### src/rtl/mem_port_arbiter.sv
// rtl/mem_port_arbiter.sv - shares one memory port between imem (fetch) and dmem (MEM stage)
module mem_port_arbiter #(
    parameter int STARVE_MAX = 4
) (
    input  logic        clk,
    input  logic        rst,
    input  logic [31:0] imem_addr,
    input  logic [3:0]  imem_rmask,
    output logic [31:0] imem_rdata,
    output logic        imem_resp,
    input  logic [31:0] dmem_addr,
    input  logic [3:0]  dmem_rmask,
    input  logic [3:0]  dmem_wmask,
    input  logic [31:0] dmem_wdata,
    output logic [31:0] dmem_rdata,
    output logic        dmem_resp,
    output logic [31:0] mem_addr,
    output logic [3:0]  mem_rmask,
    output logic [3:0]  mem_wmask,
    output logic [31:0] mem_wdata,
    input  logic [31:0] mem_rdata,
    input  logic        mem_resp,
    output logic        proto_err
);

    typedef enum logic [1:0] {
        IDLE,
        SERVE_I,
        SERVE_D
    } state_t;

    localparam logic [3:0] STARVE_LIM = 4'(STARVE_MAX);

    state_t      state;
    state_t      state_nxt;
    logic [3:0]  starve_cnt;
    logic        imem_pend;
    logic        dmem_pend;
    logic        grant_d;
    logic        grant_i;
    logic        unused_addr_bits;

    assign imem_pend = |imem_rmask;
    assign dmem_pend = (|dmem_rmask) || (|dmem_wmask);

    // dmem wins unless imem has already been passed over STARVE_MAX times
    assign grant_d = (state == IDLE) && dmem_pend && (!imem_pend || (starve_cnt < STARVE_LIM));
    assign grant_i = (state == IDLE) && !grant_d && imem_pend;

    assign unused_addr_bits = ^{imem_addr[1:0], dmem_addr[1:0]};

    always_ff @(posedge clk or negedge rst) begin
        if (!rst) begin
            state <= IDLE;
        end else begin
            state <= state_nxt;
        end
    end

    always_comb begin
        state_nxt = state;
        case (state)
            IDLE: begin
                if (grant_d) begin
                    state_nxt = SERVE_D;
                end else if (grant_i) begin
                    state_nxt = SERVE_I;
                end
            end
            SERVE_I, SERVE_D: begin
                if (mem_resp) begin
                    state_nxt = IDLE;
                end
            end
            default: state_nxt = IDLE;
        endcase
    end

    assign imem_resp  = (state == SERVE_I) && mem_resp;
    assign dmem_resp  = (state == SERVE_D) && mem_resp;
    assign imem_rdata = imem_resp ? mem_rdata : 32'h0;
    assign dmem_rdata = dmem_resp ? mem_rdata : 32'h0;

    always_ff @(posedge clk or negedge rst) begin
        if (!rst) begin
            mem_addr   <= 32'h0;
            mem_rmask  <= 4'h0;
            mem_wmask  <= 4'h0;
            mem_wdata  <= 32'h0;
            starve_cnt <= 4'h0;
            proto_err  <= 1'b0;
        end else begin
            if (grant_d) begin
                mem_addr  <= {dmem_addr[31:2], 2'b00};
                // a load+store request is served as a store only
                mem_rmask <= (|dmem_wmask) ? 4'h0 : dmem_rmask;
                mem_wmask <= dmem_wmask;
                mem_wdata <= dmem_wdata;
            end else if (grant_i) begin
                mem_addr  <= {imem_addr[31:2], 2'b00};
                mem_rmask <= imem_rmask;
                mem_wmask <= 4'h0;
                mem_wdata <= 32'h0;
            end else if ((state != IDLE) && mem_resp) begin
                mem_addr  <= 32'h0;
                mem_rmask <= 4'h0;
                mem_wmask <= 4'h0;
                mem_wdata <= 32'h0;
            end

            if (state == IDLE) begin
                if (!imem_pend || grant_i) begin
                    starve_cnt <= 4'h0;
                end else if (grant_d && (starve_cnt < STARVE_LIM)) begin
                    starve_cnt <= starve_cnt + 4'd1;
                end
            end

            if ((state == IDLE) && mem_resp) begin
                proto_err <= 1'b1;
            end
            if (grant_d && (|dmem_rmask) && (|dmem_wmask)) begin
                proto_err <= 1'b1;
            end
        end
    end

endmodule

### config.mk
export PLATFORM = sky130hd
export DESIGN_NAME = mem_port_arbiter
export DESIGN_NICKNAME = d
export VERILOG_FILES = /design/src/rtl/mem_port_arbiter.sv
export SDC_FILE = /design/constraint.sdc
export NUM_CORES = 1
export LEC_CHECK = 0
export CORE_AREA = 2 2 109 111
export CTS_CLUSTER_SIZE = 14
export DETAILED_ROUTE_END_ITERATION = 16
export DIE_AREA = 0 0 111 113
export MAX_ROUTING_LAYER = met4
export PLACE_DENSITY = 0.82
export RECOVER_POWER = 25
export SYNTH_ARGS = -nofsm -noshare
export SYNTH_HDL_FRONTEND = slang
export SYNTH_SLANG_ARGS = --single-unit
### constraint.sdc
create_clock -name clk -period 3 [get_ports clk]
set_input_delay 0.6 -clock clk [delete_from_list [all_inputs] [get_ports clk]]
set_output_delay 0.6 -clock clk [all_outputs]
set_load 0.01 [all_outputs]
Yosys cells after proc, flatten, opt, wreduce, memory -nomap -nowiden
Cells that the tools add are included.

Mux-type cells: 21. Add/sub/neg operators: 1. Equal/unequal tests: 4. Reduce and logical (&&, ||, !) cells: 27. Order comparisons: 1.

Operators by type and width (count): 32-bit two-way mux (7); 4-bit two-way mux (8); 4-bit OR reduction (3); 1-bit logical AND (11); 2-bit two-way mux (3); 2-bit nonzero test (3); 4-bit by 1-bit adder with 4-bit output (second input constant) (1); 4-bit by 3-bit < comparator with 1-bit output (second input constant) (1); 2-bit one-hot mux with 2 select lines (1); 2-bit AND reduction (2); 1-bit logical OR (3); 3-bit inequality test (second input constant) (1); 3-bit nonzero test (1); 2-bit by 1-bit equality test with 1-bit output (second input constant) (1); 2-bit equality test (second input constant) (1); 1-bit logical NOT (2); 2-bit logical NOT (1); 1-bit two-way mux (2); 2-bit inequality test (second input constant) (1); 2-bit OR reduction (1).

Register bits: 79. Word-level logic and storage cells: 61. Input port bits: 143.

Logic depth before layout (Yosys ltp)
Word-level depth: 10. Mapped depth: 7. Mapped depth without buffers: 6.

Worst setup path before layout
No wires, ideal clock.

Path type: input to register. Start point: in dmem_wmask[1]. End point: reg mem_addr[20]. Stages: 5. Required time: 2.934 ns. Library setup time: 0.066 ns. Data arrival time: 2.093 ns. Path slack: 0.841 ns. Cells stage by stage: or4_1 > o31ai_4 > a21boi_4 > buf_6 > a22o_1.

Longest elaborated chain between the ends: 9. Elaborated cells on any way between the ends: 10. Classes of those cells: 2 x mux; 8 x reduce/logical.

RTL lines: start, declared (RTL line 13) `input logic [3:0] dmem_wmask,`; 4-bit OR reduction * (RTL line 44) `assign dmem_pend = (|dmem_rmask) || (|dmem_wmask);`; 1-bit logical OR * (RTL line 44); 1-bit logical AND * (2 in series) (RTL line 47) `assign grant_d = (state == IDLE) && dmem_pend && (!imem_pend || (starve_cnt < STARVE_LIM));`; 1-bit logical NOT (RTL line 48) `assign grant_i = (state == IDLE) && !grant_d && imem_pend;`; 1-bit logical AND (2 in series) (RTL line 48); 32-bit two-way mux (RTL line 99) `end else if (grant_i) begin`; 32-bit two-way mux (RTL line 93) `if (grant_d) begin`; end signal, assigned (RTL line 94) `mem_addr <= {dmem_addr[31:2], 2'b00};`; end signal, assigned (RTL line 100) `mem_addr <= {imem_addr[31:2], 2'b00};`; end, declared (RTL line 17) `output logic [31:0] mem_addr,`.

Every way passes the cells marked *; elsewhere a longest branch is shown, timed or not. A chain may end at the register's enable or synchronous reset.

Final worst setup path
Start point: in mem_resp. End point: out imem_rdata[17].

Longest elaborated chain between the ends: 2.

RTL lines: start, declared (RTL line 22) `input logic mem_resp,`; 1-bit logical AND (RTL line 79) `assign imem_resp = (state == SERVE_I) && mem_resp;`; 32-bit two-way mux (RTL line 81) `assign imem_rdata = imem_resp ? mem_rdata : 32'h0;`; end, declared (RTL line 9) `output logic [31:0] imem_rdata,`.

No other way between the ends.

==> metrics.yaml <==
critical_path:
  cpMostUsedCell: "clkdlybuf4s50_1"
  start_kind: "input port"
  max_stage_delay_ns: 0.56
  worstPathArrival_ns: 2.15
  cp_max_fo: 69
  end_kind: "output pin"
  crit_slowest_cell: "clkdlybuf4s50_1"
  crit_type: "in2out"
  cp_top_family: "buffers and inverters"
  cp_cell_sequence: "clkdlybuf4s50_1 > buf_12 > and3_1 > clkdlybuf4s50_1"
  critPathRequiredTime_ns: 2.40
  path_buf_inv: 3
route:
  drt_pass1_iterations: 5
  wire_per_inst_um: 17.4
  viasPerCell: 5.15
  wl_um: 13700
  drtAntennaViolNets: 0
  drc_errors: 0
  drtIter0Drc: 273
  vias: 4070
run_status:
  status: "finished with violations"
  failed_checks: "max-capacitance violations, max-slew violations"
logic_synthesis:
  ys_ff_latch: 77
  synth_cell_types: 31
  synth_area_leaders: "dfrtp_1, a22o_1, and3_1"
  yosys.area.top_type_share_pct: 48.0
  synth.yosys.seq_area_share_pct: 48.0
  synth_top_area_cell: "dfrtp_1"
  syn_area_per_cell_um2: 10.5
  synthCells: 382
  yosys_warnings: 0
  synth_area_mm2: 0.00402
floorplan:
  core-area_mm2: 0.0113
  fp.dieArea_mm2: 0.0125
  die_w_um: 111
  start_util_pct: 35.6
  io_pins: 282
  rows: 39
  die_y_um: 113
finish:
  fin_util_pct: 63.3
  final_common_cell: "clkdlybuf4s50_1"
  layout_common_cells: "clkdlybuf4s50_1, dfrtp_1, a22o_1"
  final_cell_count_no_fill: 790
  fillers: 915
  syn2layout_area_growth_pct: 77.6
  fin_nets: 788
  drive_gt1_share_pct: 4.64
global_route:
  use_met2_pct: 41.1
  busiest_layer: "met2"
  grt_pass1_vias: 4247
  grt_max_degree: 78
  gr-usage-all-layers_pct: 22.2
  grt_use_met1_pct: 23.2
  met3_usage_pct: 4.07
  antenna_found_initial: 1
  grt-ovfl-total: 0
  grt_pass1_wl_um: 21500
placed_design:
  placed_cells: 773
  gp_routability_congestion: 0.908
  preCtsSetupSlack_ns: 0.0809
  dp_hpwl_um: 10400
  port_buffers: 275
cts:
  hold_buffers: 0
  cts_tree: "done"
  root_buffer: "clkbuf_16"
  cts.reportedPaths.clkPinSlew_ns: 0.06
  htreeDepth: 3
  postCtsSetupBuffers: 0
  cts_made_buffers: 9
  cts_buffer_depth: 2
  clkLatencyLatePin_ns: 0.34
  cts.sinks: 77
  cts_resized: 0
timing:
  max_slew_margin_pct: -26.9
  finalMaxSlewViolations: 78
  hold_viol: 0
  worst_pin_slew_ns: 1.90
  rsz0062_at_grt: "false"
  fin_ws_ns: 0.252
  report.final.setup_viol: 0
  fin_setup_tns_ns: 0
  timing.hold.ws_ns: 0.483
  fmax_mhz: 364
  period_share_pct: 91.6
  period_minus_slack_ns: 2.75
  skew_ns: 0.0106
worst_hold_path:
  hold_path_class: "reg2reg"
pwr:
  ir_drop_v: 0.000509
  p_leak_nw: 3.34
  powerDensity_mw_per_mm2: 860
flow_run:
  max-cap-violations: 1
## worst register-to-register path, stage by stage (launching register included)
cell and delay, ns:
dfrtp_1 0.40, inv_1 0.10, ha_1 0.18, buf_4 0.25, inv_1 0.20, a21boi_4 0.20, buf_12 0.29, a22o_1 0.28
## sequential cells by signal, summed over array words and instances, names as in the netlist
signal and cells:
state 2, starve_cnt 4, mem_wdata 32, proto_err 1, mem_addr 30, mem_rmask 4
mem_wmask 4
## Yosys cell counts
cell	n
ha_1	4
o21bai_1	1
and2_1	2
buf_1	1
clkbuf_1	19
and3_1	65
o2bb2ai_1	6
buf_2	5
or4_4	1
a22o_1	67
a21boi_4	1
a22oi_1	4
conb_1	1
or4_1	2
nor2b_1	2
mux2i_1	31
nand2b_1	1
nor4_1	2
a21oi_1	1
o22ai_1	2
o21ai_0	1
inv_1	35
nand4_1	1
o31ai_4	1
o21a_1	1
buf_4	4
dfrtp_1	77
nand2_1	30
nor2_1	4
a31oi_1	1
buf_6	9
## report_power, final
part	total (mW)	internal, mW	switching, mW
clock network	1.06	0.642	0.420
registers	1.78	1.51	0.273
logic	3.29	1.81	1.49
## per-layer routing
layer  vias to the layer above  wire length [um]
li1                       1887                 -
met1                      1969              5140
met2                       189              7450
met3                        25               747
met4                         0               376
met5                         -                 0
## cell type report
class                           instances  area, um^2  area share [%]
Clock buffer                           10         229            3.21
Antenna cell                            1        2.50          0.0351
Timing Repair Buffer                  285        2860            40.1
Multi-Input combinational cell        233        1750            24.5
Inverter                               35         131            1.84
Sequential cell                        77        1930            27.0
Tap cell                              143         179            2.51
Clock inverter                          6        61.3           0.859
## stage by stage
stage	instance area, um^2	power [mW]
after floorplan	4020	3.54
after global placement	6850	4.98
after detailed placement	6850	5.10
after CTS	7140	6.20
after global routing	7140	6.49
final	7140	6.13
## kinds of logic after synthesis
group	share of synthesized area, %
other	0.0933
multiplexers	7.72
AND/OR/NAND/NOR	15.2
buffers and inverters	9.03
flip-flops	48.0
adder cells (fa/ha/maj)	1.25
AO/OA/AOI/OAI	18.7
## path summary, 6_finish.rpt
kind / start / end / slack [ns] / cells past startpoint
worst min register to register: proto_err$_DFFE_PN0P_ / proto_err$_DFFE_PN0P_ / 0.48 / 1
max in group asynchronous: rst / state[0]$_DFFE_PN0P_ / 1.08 / 1
min in group asynchronous: rst / mem_wdata[13]$_DFFE_PN0P_ / 0.80 / 1
worst max register to register: state[1]$_DFFE_PN0P_ / mem_wdata[27]$_DFFE_PN0P_ / 1.05 / 7
worst max-delay path: mem_resp / imem_rdata[17] / 0.25 / 4
worst min-delay path: proto_err$_DFFE_PN0P_ / proto_err$_DFFE_PN0P_ / 0.48 / 1
No activity file was read; power rests on OpenSTA's default activity.
